<file path="src/rtl/mem_burst_ctrl.sv">
// mem_burst_ctrl: burst master streaming sequential words between a write/read port and a single-port memory
module mem_burst_ctrl #(
  parameter int width = 8,
  parameter int depth = 16,
  parameter int addr = $clog2(depth)
) (
  input  logic             clk,
  input  logic             rst,
  input  logic             cmd_valid,
  output logic             cmd_ready,
  input  logic             cmd_write,
  input  logic [addr-1:0]  cmd_addr,
  input  logic [addr:0]    cmd_len,
  input  logic             wr_valid,
  output logic             wr_ready,
  input  logic [width-1:0] wr_data,
  output logic             rd_valid,
  input  logic             rd_ready,
  output logic [width-1:0] rd_data,
  output logic             valid,
  output logic             rw_en,
  output logic [addr-1:0]  addr_i,
  output logic [width-1:0] w_data,
  input  logic             ready,
  input  logic [width-1:0] r_data,
  output logic             busy,
  output logic             done
);
  localparam logic [addr:0] full = (addr+1)'(depth);
  localparam logic [addr:0] one = (addr+1)'(1);
  localparam logic [addr-1:0] last = addr'(depth - 1);
  typedef enum logic [2:0] {IDLE, WR, RD, RD_WAIT, FIN} state_t;
  state_t state, state_n;
  logic [addr-1:0] cur_addr, addr_next;
  logic [addr:0] remaining, len_clamped;
  logic beat;
  assign len_clamped = cmd_len > full ? full : cmd_len;
  assign addr_next = cur_addr == last ? '0 : cur_addr + 1'b1;
  assign beat = valid && ready;
  // State register
  always_ff @(posedge clk) state <= rst ? IDLE : state_n;
  // Burst position: latched on command acceptance, advanced on each memory handshake
  always_ff @(posedge clk)
    if (rst) begin
      cur_addr <= '0;
      remaining <= '0;
    end else if (state == IDLE && cmd_valid) begin
      cur_addr <= cmd_addr;
      remaining <= len_clamped;
    end else if (beat) begin
      cur_addr <= addr_next;
      remaining <= remaining - 1'b1;
    end
  // Read output register: loads memory data one cycle after the read handshake, drains on rd_ready
  always_ff @(posedge clk)
    if (rst) begin
      rd_valid <= 1'b0;
      rd_data <= '0;
    end else if (state == RD_WAIT) begin
      rd_valid <= 1'b1;
      rd_data <= r_data;
    end else if (rd_ready) rd_valid <= 1'b0;
  // Next-state logic
  always_comb begin
    state_n = state;
    case (state)
      IDLE: if (cmd_valid) state_n = len_clamped == '0 ? FIN : cmd_write ? WR : RD;
      WR: if (beat && remaining == one) state_n = FIN;
      RD: if (beat) state_n = RD_WAIT;
      RD_WAIT: state_n = remaining == '0 ? FIN : RD;
      FIN: if (!rd_valid) state_n = IDLE;
      default: state_n = IDLE;
    endcase
  end
  // Outputs; a read is only issued when the output register will be free at the next edge
  always_comb begin
    busy = state != IDLE;
    cmd_ready = state == IDLE;
    rw_en = state == WR;
    valid = state == WR ? wr_valid : state == RD ? (!rd_valid || rd_ready) : 1'b0;
    addr_i = cur_addr;
    w_data = state == WR ? wr_data : '0;
    wr_ready = state == WR && ready;
    done = state == FIN && !rd_valid;
  end
endmodule

</file>
<file path="config.mk">
export PLATFORM = sky130hd
export DESIGN_NAME = mem_burst_ctrl
export DESIGN_NICKNAME = d
export VERILOG_FILES = /design/src/rtl/mem_burst_ctrl.sv
export SDC_FILE = /design/constraint.sdc
export NUM_CORES = 1
export LEC_CHECK = 0
export CELL_PAD_IN_SITES_DETAIL_PLACEMENT = 0
export CELL_PAD_IN_SITES_GLOBAL_PLACEMENT = 2
export CORE_MARGIN = 2
export CORE_UTILIZATION = 24
export CTS_CLUSTER_DIAMETER = 120
export DETAILED_ROUTE_END_ITERATION = 6
export PLACE_DENSITY_LB_ADDON = 0.1
export SETUP_SLACK_MARGIN = 0.1
export SYNTH_ARGS = -nofsm -noshare
export SYNTH_HDL_FRONTEND = slang
export SYNTH_SLANG_ARGS = --single-unit
</file>
<file path="constraint.sdc">
create_clock -name clk -period 4.65 [get_ports clk]
set_input_delay 0.6975 -clock clk [delete_from_list [all_inputs] [get_ports clk]]
set_output_delay 0.6975 -clock clk [all_outputs]
set_load 0.005 [all_outputs]
</file>
==> results of run 1 <==
[report_power, final]
part / switching, mW / internal (mW)
clock network: 0.0614 / 0.0597
registers: 0.0265 / 0.198
logic: 0.0896 / 0.114
[Yosys cell counts, types with 2 or more instances]
cell       n
and2_1     9
a311oi_1   5
nor2b_1    2
a21oi_1    8
o31ai_1    2
o21ai_0    2
inv_1      7
nor2_1    22
a22o_2     2
or3_1      3
clkbuf_1   5
nand2_1    7
nand4_1    3
buf_2      2
dfxtp_1   21
ha_1       4
nor3_1     8
nand3_1    5
nand2b_1   3
and4_1     2
mux2i_1    8
[worst max-delay path by stage]
| stage | endpoint | depth (start not counted) | slack, ns |
|---|---|---|---|
| 2_1_floorplan | valid | 3 | 2.69 |
| 3_3_place_gp | valid | 5 | 1.72 |
| 3_5_place_dp | valid | 5 | 1.73 |
| 4_1_cts | w_data[1] | 4 | 1.55 |
| 5_1_grt | w_data[4] | 4 | 1.34 |
| 6_report | w_data[1] | 4 | 1.58 |
[stage by stage]
| step | setup slack [ns] | hold slack, ns |
|---|---|---|
| 3_3_place_gp | 1.72 | 0.480 |
| 2_1_floorplan | 2.69 | 0.480 |
| 6_report | 1.58 | 0.511 |
| 4_1_cts | 1.55 | 0.521 |
| 5_1_grt | 1.34 | 0.554 |
| 3_5_place_dp | 1.73 | 0.494 |
[worst register-to-register path: stages, from the launching register on]
cell,delay (ns)
dfxtp_1,0.55
inv_1,0.13
nor3_1,0.70
a221oi_1,0.17
a311oi_1,0.27
[final cells by class]
cell class,instances,area (µm²),share of cell area
multi-input cells,118,782,0.402
repair buffers,58,581,0.299
flip-flops and latches,21,420,0.216
well taps,70,87.6,0.0451
clock buffers,3,41.3,0.0212
inverters,7,26.3,0.0135
clock inverters,1,5.00,0.00258
[flip-flops by register name, indices dropped and copies added (netlist names)]
| register | flops |
|---|---|
| rd_valid | 1 |
| addr_i | 4 |
| remaining | 5 |
| state | 3 |
| rd_data | 8 |
[metal layers]
metal  GRT usage  routed length, µm
met5           0                  0
met4      0.0436                 32
met3      0.0294                165
met2       0.227               1880
met1       0.178               1840
[cells by family after synthesis]
| family | after synthesis | share of synthesized area |
|---|---|---|
| simple gates | 75 | 0.324 |
| mux | 8 | 0.0631 |
| flops | 21 | 0.331 |
| compound gates | 31 | 0.189 |
| fa+ha+maj | 4 | 0.0394 |
| buf+inv | 15 | 0.0523 |
==> results.ini, run 1 <==
[global_route]
antenna_found_initial=0
grt_first_pass_wirelength_um=6570
grt_overflow=0
grt_use_total=0.138
grt_pass1_vias=1313
grt_max_degree=21

[setup_path]
critPathTopFamily=simple AND/OR/NAND/NOR gates
max_stage_delay_ns=0.70
r2r_cells=4
critPathLaunchType=flip-flop
criticalPathCategory=reg -> out
worst-path-max-fanout=11
timing.critical_path.buf_inv=2
r2r_slack_ns=2.74
arrival_ns=2.37
r2r_end=state[0]
worstPathRequired_ns=3.95
worstSetupStartpoint=state[0]
r2r_start=state[0]
cp_cell_sequence=inv_1 -> nor3_1 -> and2_1 -> clkdlybuf4s50_1
critPathCaptureType=output pin
cpMaxStageDelayCell=nor3_1

[clock_network]
clk_pin_slew_worst_paths_ns=0.08
clock_latency_ns=0.26
cts_buffers=3
cts.root.buffer_cell=clkbuf_8
h-tree-depth=1
clockBufferDepth=2
cts_hold_buf=0
tritoncts=done
post_cts_buffers=0
ctsResizeCount=0
cts_num_sinks=21

[die]
start_util=0.248
die-area_um2=5880
die_y_um=76.7
rows=26
dieWidth_um=76.7
core_um2=5110
num_io_pins=59

[hold_path]
hp-start=rd_data[6]
hold_end=rd_data[6]
hold_depth=2
hold_path_class=reg -> reg

[route]
wl_um=3920
antenna_left=0
first_iter_violations=59
drtPass1Iterations=4
via_per_inst=4.76
drc_errors=0
vias=1322
wl_per_cell_um=14.1

[timing]
fin_crit_sh=0.660
fin_skew_ns=0.00207
worst_pin_slew_ns=0.832
min_period_ns=3.07
rsz0062_at_grt=false
final_hold_viol_count=0
setup_tns_ns=0
finalSetupViolCount=0
final-max-slew-violation-count=0
slew_headroom=0.441
clock.fmax_ghz=0.326

[synth]
synth_fp_nets=190
synth.distinct_cells=45
synthTopCellsByArea=dfxtp_1 (33%), nor2_1 (6.5%), mux2i_1 (6.3%)
synth_top_area_cell=dfxtp_1
synth_top_area_frac=0.331
synth_ff_type=dfxtp_1
synth_area_um2=1270
synth_warnings=0
syn_inst=154
yosysSeqAreaShare=0.331
syn_area_per_cell_um2=8.24
synth_edf_count=0
synth-seq-cells=21
async_flop_share=0

[pwr]
peakVddDrop_uv=142
powerDensity_nw_per_um2=283
leakagePower_nw=0.744
power.total_mw=0.549

[placed_design]
placed_area_um2=1900
portBuffers=58
place.gp.congestion=0.767
dp_hpwl_um=2980
place_inst=274

[run_status]
status=complete, no violations

[finish]
mostFrequentLayoutCells=clkdlybuf4s50_1 (58), nor2_1 (22), dfxtp_1 (21), and2_1 (9)
final_util=0.380
fin_area_um2=1940
num-fill-cells=541
diodes=0
fin_cells=278
nNetsFinal=245
drive_gt1_frac=0.0577
layout_commonest_cell=clkdlybuf4s50_1
area_growth_pct=53.2

[flow_run]
drv_cap=0

Note: power is estimated with default switching activity, not from simulation.
==> run 2, diff against run 1 <==
--- a/config.mk
+++ b/config.mk
@@ -8,7 +8,7 @@
 export CELL_PAD_IN_SITES_DETAIL_PLACEMENT = 0
 export CELL_PAD_IN_SITES_GLOBAL_PLACEMENT = 2
 export CORE_MARGIN = 2
-export CORE_UTILIZATION = 24
+export CORE_UTILIZATION = 20
 export CTS_CLUSTER_DIAMETER = 120
 export DETAILED_ROUTE_END_ITERATION = 6
 export PLACE_DENSITY_LB_ADDON = 0.1
==> constraint.sdc (replaced) <==
create_clock -name clk -period 2.65 [get_ports clk]
set_input_delay 0.3975 -clock clk [delete_from_list [all_inputs] [get_ports clk]]
set_output_delay 0.3975 -clock clk [all_outputs]
set_load 0.005 [all_outputs]
==> results.ini, run 2 (synthesized netlist as in run 1, its figures left out) <==
[setup_path]
worst-path-max-fanout=11
critPathCaptureType=output pin
worstPathRequired_ns=2.25
max_stage_delay_ns=0.57
arrival_ns=1.98
criticalPathCategory=reg -> out
cp_cell_sequence=and2b_2 -> a22oi_4 -> nor2_1 -> clkdlybuf4s50_1
cpMaxStageDelayCell=dfxtp_1
critPathLaunchType=flip-flop

[pwr]
pwr-share-seq=0.389
switching_share=0.337
combPwrFrac=0.382
p_int_mw=0.664
leakagePower_nw=0.761
peakVddDrop_uv=270
p_clk_frac=0.230
power_switching_mw=0.337
powerDensity_nw_per_um2=505

[global_route]
grt_first_pass_wirelength_um=6850
grtUsageMet1=0.144
grtUsageMet3=0.0287
grt_max_degree=15
grt_pass1_vias=1419
antenna_found_initial=0
grt_overflow=0
use_met2=0.212
grt.busiest_layer=met2
grt_use_total=0.118

[finish]
diodes=0
area_growth_pct=56.4
largest_register_ffs=8
nNetsFinal=249
layout_commonest_cell=clkdlybuf4s50_1
top_register=rd_data
mostFrequentLayoutCells=clkdlybuf4s50_1 (58), nor2_1 (22), dfxtp_1 (21), and2_1 (9)
drive_gt1_frac=0.0755
num-fill-cells=675

[clock_network]
h-tree-depth=1
cts_buffers=3
cts_hold_buf=0
clk_pin_slew_worst_paths_ns=0.09
tritoncts=done
clockBufferDepth=2
cts_num_sinks=21
post_cts_buffers=0
cts.root.buffer_cell=clkbuf_8
ctsResizeCount=0
clock_latency_ns=0.27

[route]
antenna_left=0
wl_um=4190
drtPass1Iterations=4
vias=1370
via_per_inst=4.74
drc_errors=0
wl_per_cell_um=14.5
first_iter_violations=81

[die]
rows=29
num_io_pins=59
die-area_um2=7000
start_util=0.203
core_um2=6240
dieWidth_um=83.6
die_y_um=83.6

[placed_design]
portBuffers=58
place.gp.congestion=0.767
dp_hpwl_um=3230
pre_cts_slack_ns=0.310

[timing]
final-max-slew-violation-count=0
layout_setup_ws_ns=0.271
slew_headroom=0.619
finalSetupViolCount=0
rsz0062_at_grt=false
fin_crit_sh=0.898
worst_pin_slew_ns=0.569
clock.fmax_ghz=0.420
min_period_ns=2.38
timing.hold.ws_ns=0.503
setup_tns_ns=0
final_hold_viol_count=0
fin_skew_ns=0.00579

[flow_run]
drv_cap=0

[run_status]
status=complete, no violations

[hold_path]
hold_path_class=reg -> reg

-- run 2: cell count changes in the layout (fill, tap and decap cells not counted) --
cell	previous run	this run
buf_4	0	4
clkinv_2	1	0
clkinvlp_4	0	1
-- run 2: area by class of cell --
cell class / instances / area (µm²) / share of cell area
timing repair buffer: 62 / 611 / 0.308
clock inverter: 1 / 7.51 / 0.00378
sequential: 21 / 420 / 0.212
inverter: 7 / 26.3 / 0.0132
multi-input combinational: 118 / 782 / 0.394
tap: 77 / 96.3 / 0.0485
clock buffer: 3 / 41.3 / 0.0208
-- run 2: critical path: cells and delay by family (launching register included) --
family	cells	cell delay, ns
buffers and inverters	1	0.46
AO/OA/AOI/OAI	1	0.30
flip-flops	1	0.57
AND/OR/NAND/NOR	2	0.39
-- run 2: per-layer routing --
layer  wire length, µm  vias to the layer above
met2              2030                       38
met1              1940                      650
li1                  -                      680
met3               195                        2
met5                 0                        -
met4                24                        0
-- run 2: power groups by stage --
stage / clock, mW / combinational (mW) / sequential [mW]
2_1_floorplan: 0 / 0.209 / 0.380
3_3_place_gp: 0 / 0.386 / 0.395
3_5_place_dp: 0 / 0.384 / 0.395
4_1_cts: 0.242 / 0.387 / 0.388
5_1_grt: 0.254 / 0.425 / 0.394
6_report: 0.230 / 0.382 / 0.389
-- run 2: worst paths after layout --
kind | start | end | slack (ns) | cells after the start
max | state[0] | valid | 0.27 | 4
min | rd_valid | state[2] | 0.50 | 2
max reg2reg | state[2] | remaining[3] | 0.82 | 5
min reg2reg | rd_valid | state[2] | 0.50 | 2
-- run 2: stage by stage --
| step | cell area (µm²) | utilization | std cells | total power, mW |
|---|---|---|---|---|
| after global placement | 1940 | 0.310 | 285 | 0.781 |
| after floorplan | 1270 | - | 154 | 0.589 |
| final | 1980 | 0.318 | 289 | 1.00 |
| after CTS | 1980 | 0.318 | 289 | 1.02 |
| after global routing | 1980 | 0.318 | 289 | 1.07 |
| after detailed placement | 1940 | 0.310 | 285 | 0.779 |
==> run 3, diff against run 2 <==
--- a/config.mk
+++ b/config.mk
@@ -5,9 +5,9 @@
 export SDC_FILE = /design/constraint.sdc
 export NUM_CORES = 1
 export LEC_CHECK = 0
+export ABC_AREA = 0
 export CELL_PAD_IN_SITES_DETAIL_PLACEMENT = 0
 export CELL_PAD_IN_SITES_GLOBAL_PLACEMENT = 2
-export CORE_MARGIN = 2
 export CORE_UTILIZATION = 20
 export CTS_CLUSTER_DIAMETER = 120
 export DETAILED_ROUTE_END_ITERATION = 6
==> results.ini, run 3 (synthesized netlist as in run 1, its figures left out) <==
[run_status]
status=complete, no violations

[finish]
layout_commonest_cell=clkdlybuf4s50_1
regArea_um2=422
area_growth_pct=56.1
nNetsFinal=249
multiInputGateArea_um2=782
num-fill-cells=645
largest_register_ffs=8
fin_cells=287
drive_gt1_frac=0.0802
final_util=0.329
mostFrequentLayoutCells=clkdlybuf4s50_1 (58), nor2_1 (22), dfxtp_1 (20), and2_1 (9)
top_register=rd_data
fin_area_um2=1980
diodes=0

[timing]
worst_pin_slew_ns=0.569
slew_headroom=0.620
layout_setup_ws_ns=0.227
clock.fmax_ghz=0.413
rsz0062_at_grt=false
fin_skew_ns=0.00735
finalSetupViolCount=0
fin_crit_sh=0.915
setup_tns_ns=0
final_hold_viol_count=0
min_period_ns=2.42
final-max-slew-violation-count=0

[setup_path]
max_stage_delay_ns=0.61
cp_cell_sequence=and2b_4 -> a22oi_4 -> nor2_1 -> clkdlybuf4s50_1
critPathCaptureType=output pin
worstPathRequired_ns=2.25
worst-path-max-fanout=14
criticalPathCategory=reg -> out
critPathLaunchType=flip-flop
arrival_ns=2.03
cpMaxStageDelayCell=dfxtp_1

[route]
drtPass1Iterations=4
first_iter_violations=63
vias=1371
wl_per_cell_um=14.2
wl_um=4080
via_per_inst=4.78
antenna_left=0
drc_errors=0

[clock_network]
tritoncts=done
h-tree-depth=1
clockBufferDepth=2
cts_buffers=3
cts_hold_buf=0
post_cts_buffers=0
clock_latency_ns=0.26
cts_num_sinks=21
cts.root.buffer_cell=clkbuf_8
clk_pin_slew_worst_paths_ns=0.08
ctsResizeCount=0

[placed_design]
pre_cts_slack_ns=0.313
place_inst=283
portBuffers=58
placed_area_um2=1930
dp_hpwl_um=3150
place.gp.congestion=0.774

[global_route]
antenna_found_initial=0
grt_first_pass_wirelength_um=6610
grt_max_degree=15
grt_pass1_vias=1412
grt_overflow=0
grt_use_total=0.130

[flow_run]
drv_cap=0

[die]
die-area_um2=6670
die_y_um=81.6
rows=28
start_util=0.211
core_um2=6030
dieWidth_um=81.6
num_io_pins=59

[pwr]
leakagePower_nw=0.765
powerDensity_nw_per_um2=498
peakVddDrop_uv=288

[hold_path]
hold_path_class=reg -> reg

==> run 3: changes by cell type in the layout (fill, tap and decap cells not counted), sizes merged <==
cell      delta
clkinvlp     -1
clkinv       +1
==> run 3: power by group <==
part | leakage, nW | internal (mW) | switching (mW)
clock | 0.0255 | 0.105 | 0.112
combinational | 0.567 | 0.209 | 0.168
sequential | 0.172 | 0.348 | 0.0437
total | 0.765 | 0.662 | 0.323
==> run 3: layer usage <==
layer	share of wire	vias up	GRT usage	wire length, µm
met4	0.0056	0	0.0368	23
met5	0	-	0	0
li1	-	674	-	-
met3	0.060	2	0.0356	246
met2	0.51	47	0.229	2080
met1	0.42	648	0.153	1730
==> run 3: area by class of cell <==
type	instances	share of cell area
Clock inverter	1	0.00253
Sequential cell	21	0.213
Timing Repair Buffer	62	0.308
Multi-Input combinational cell	118	0.395
Tap cell	75	0.0474
Clock buffer	3	0.0208
Inverter	7	0.0133
==> run 3: per-stage QoR <==
step | power [mW] | hold slack (ns)
global placement | 0.776 | 0.480
CTS | 1.00 | 0.515
global route | 1.05 | 0.558
finish | 0.985 | 0.503
detailed placement | 0.777 | 0.489
floorplan | 0.589 | 0.480
==> run 3: path summary, 6_finish.rpt <==
check              from            to  slack (ns)  cells after the start
max            state[1]         valid        0.23                      4
max reg2reg    state[1]  remaining[3]        0.78                      4
min          rd_data[4]    rd_data[4]        0.50                      2
min reg2reg  rd_data[4]    rd_data[4]        0.50                      2
==> run 3: critical path, delay by kind of cell, from the launching register on <==
| kind | cells | cell delay (ns) |
|---|---|---|
| AO/OA/AOI/OAI | 1 | 0.34 |
| buffers and inverters | 1 | 0.47 |
| AND/OR/NAND/NOR | 2 | 0.34 |
| flip-flops | 1 | 0.61 |
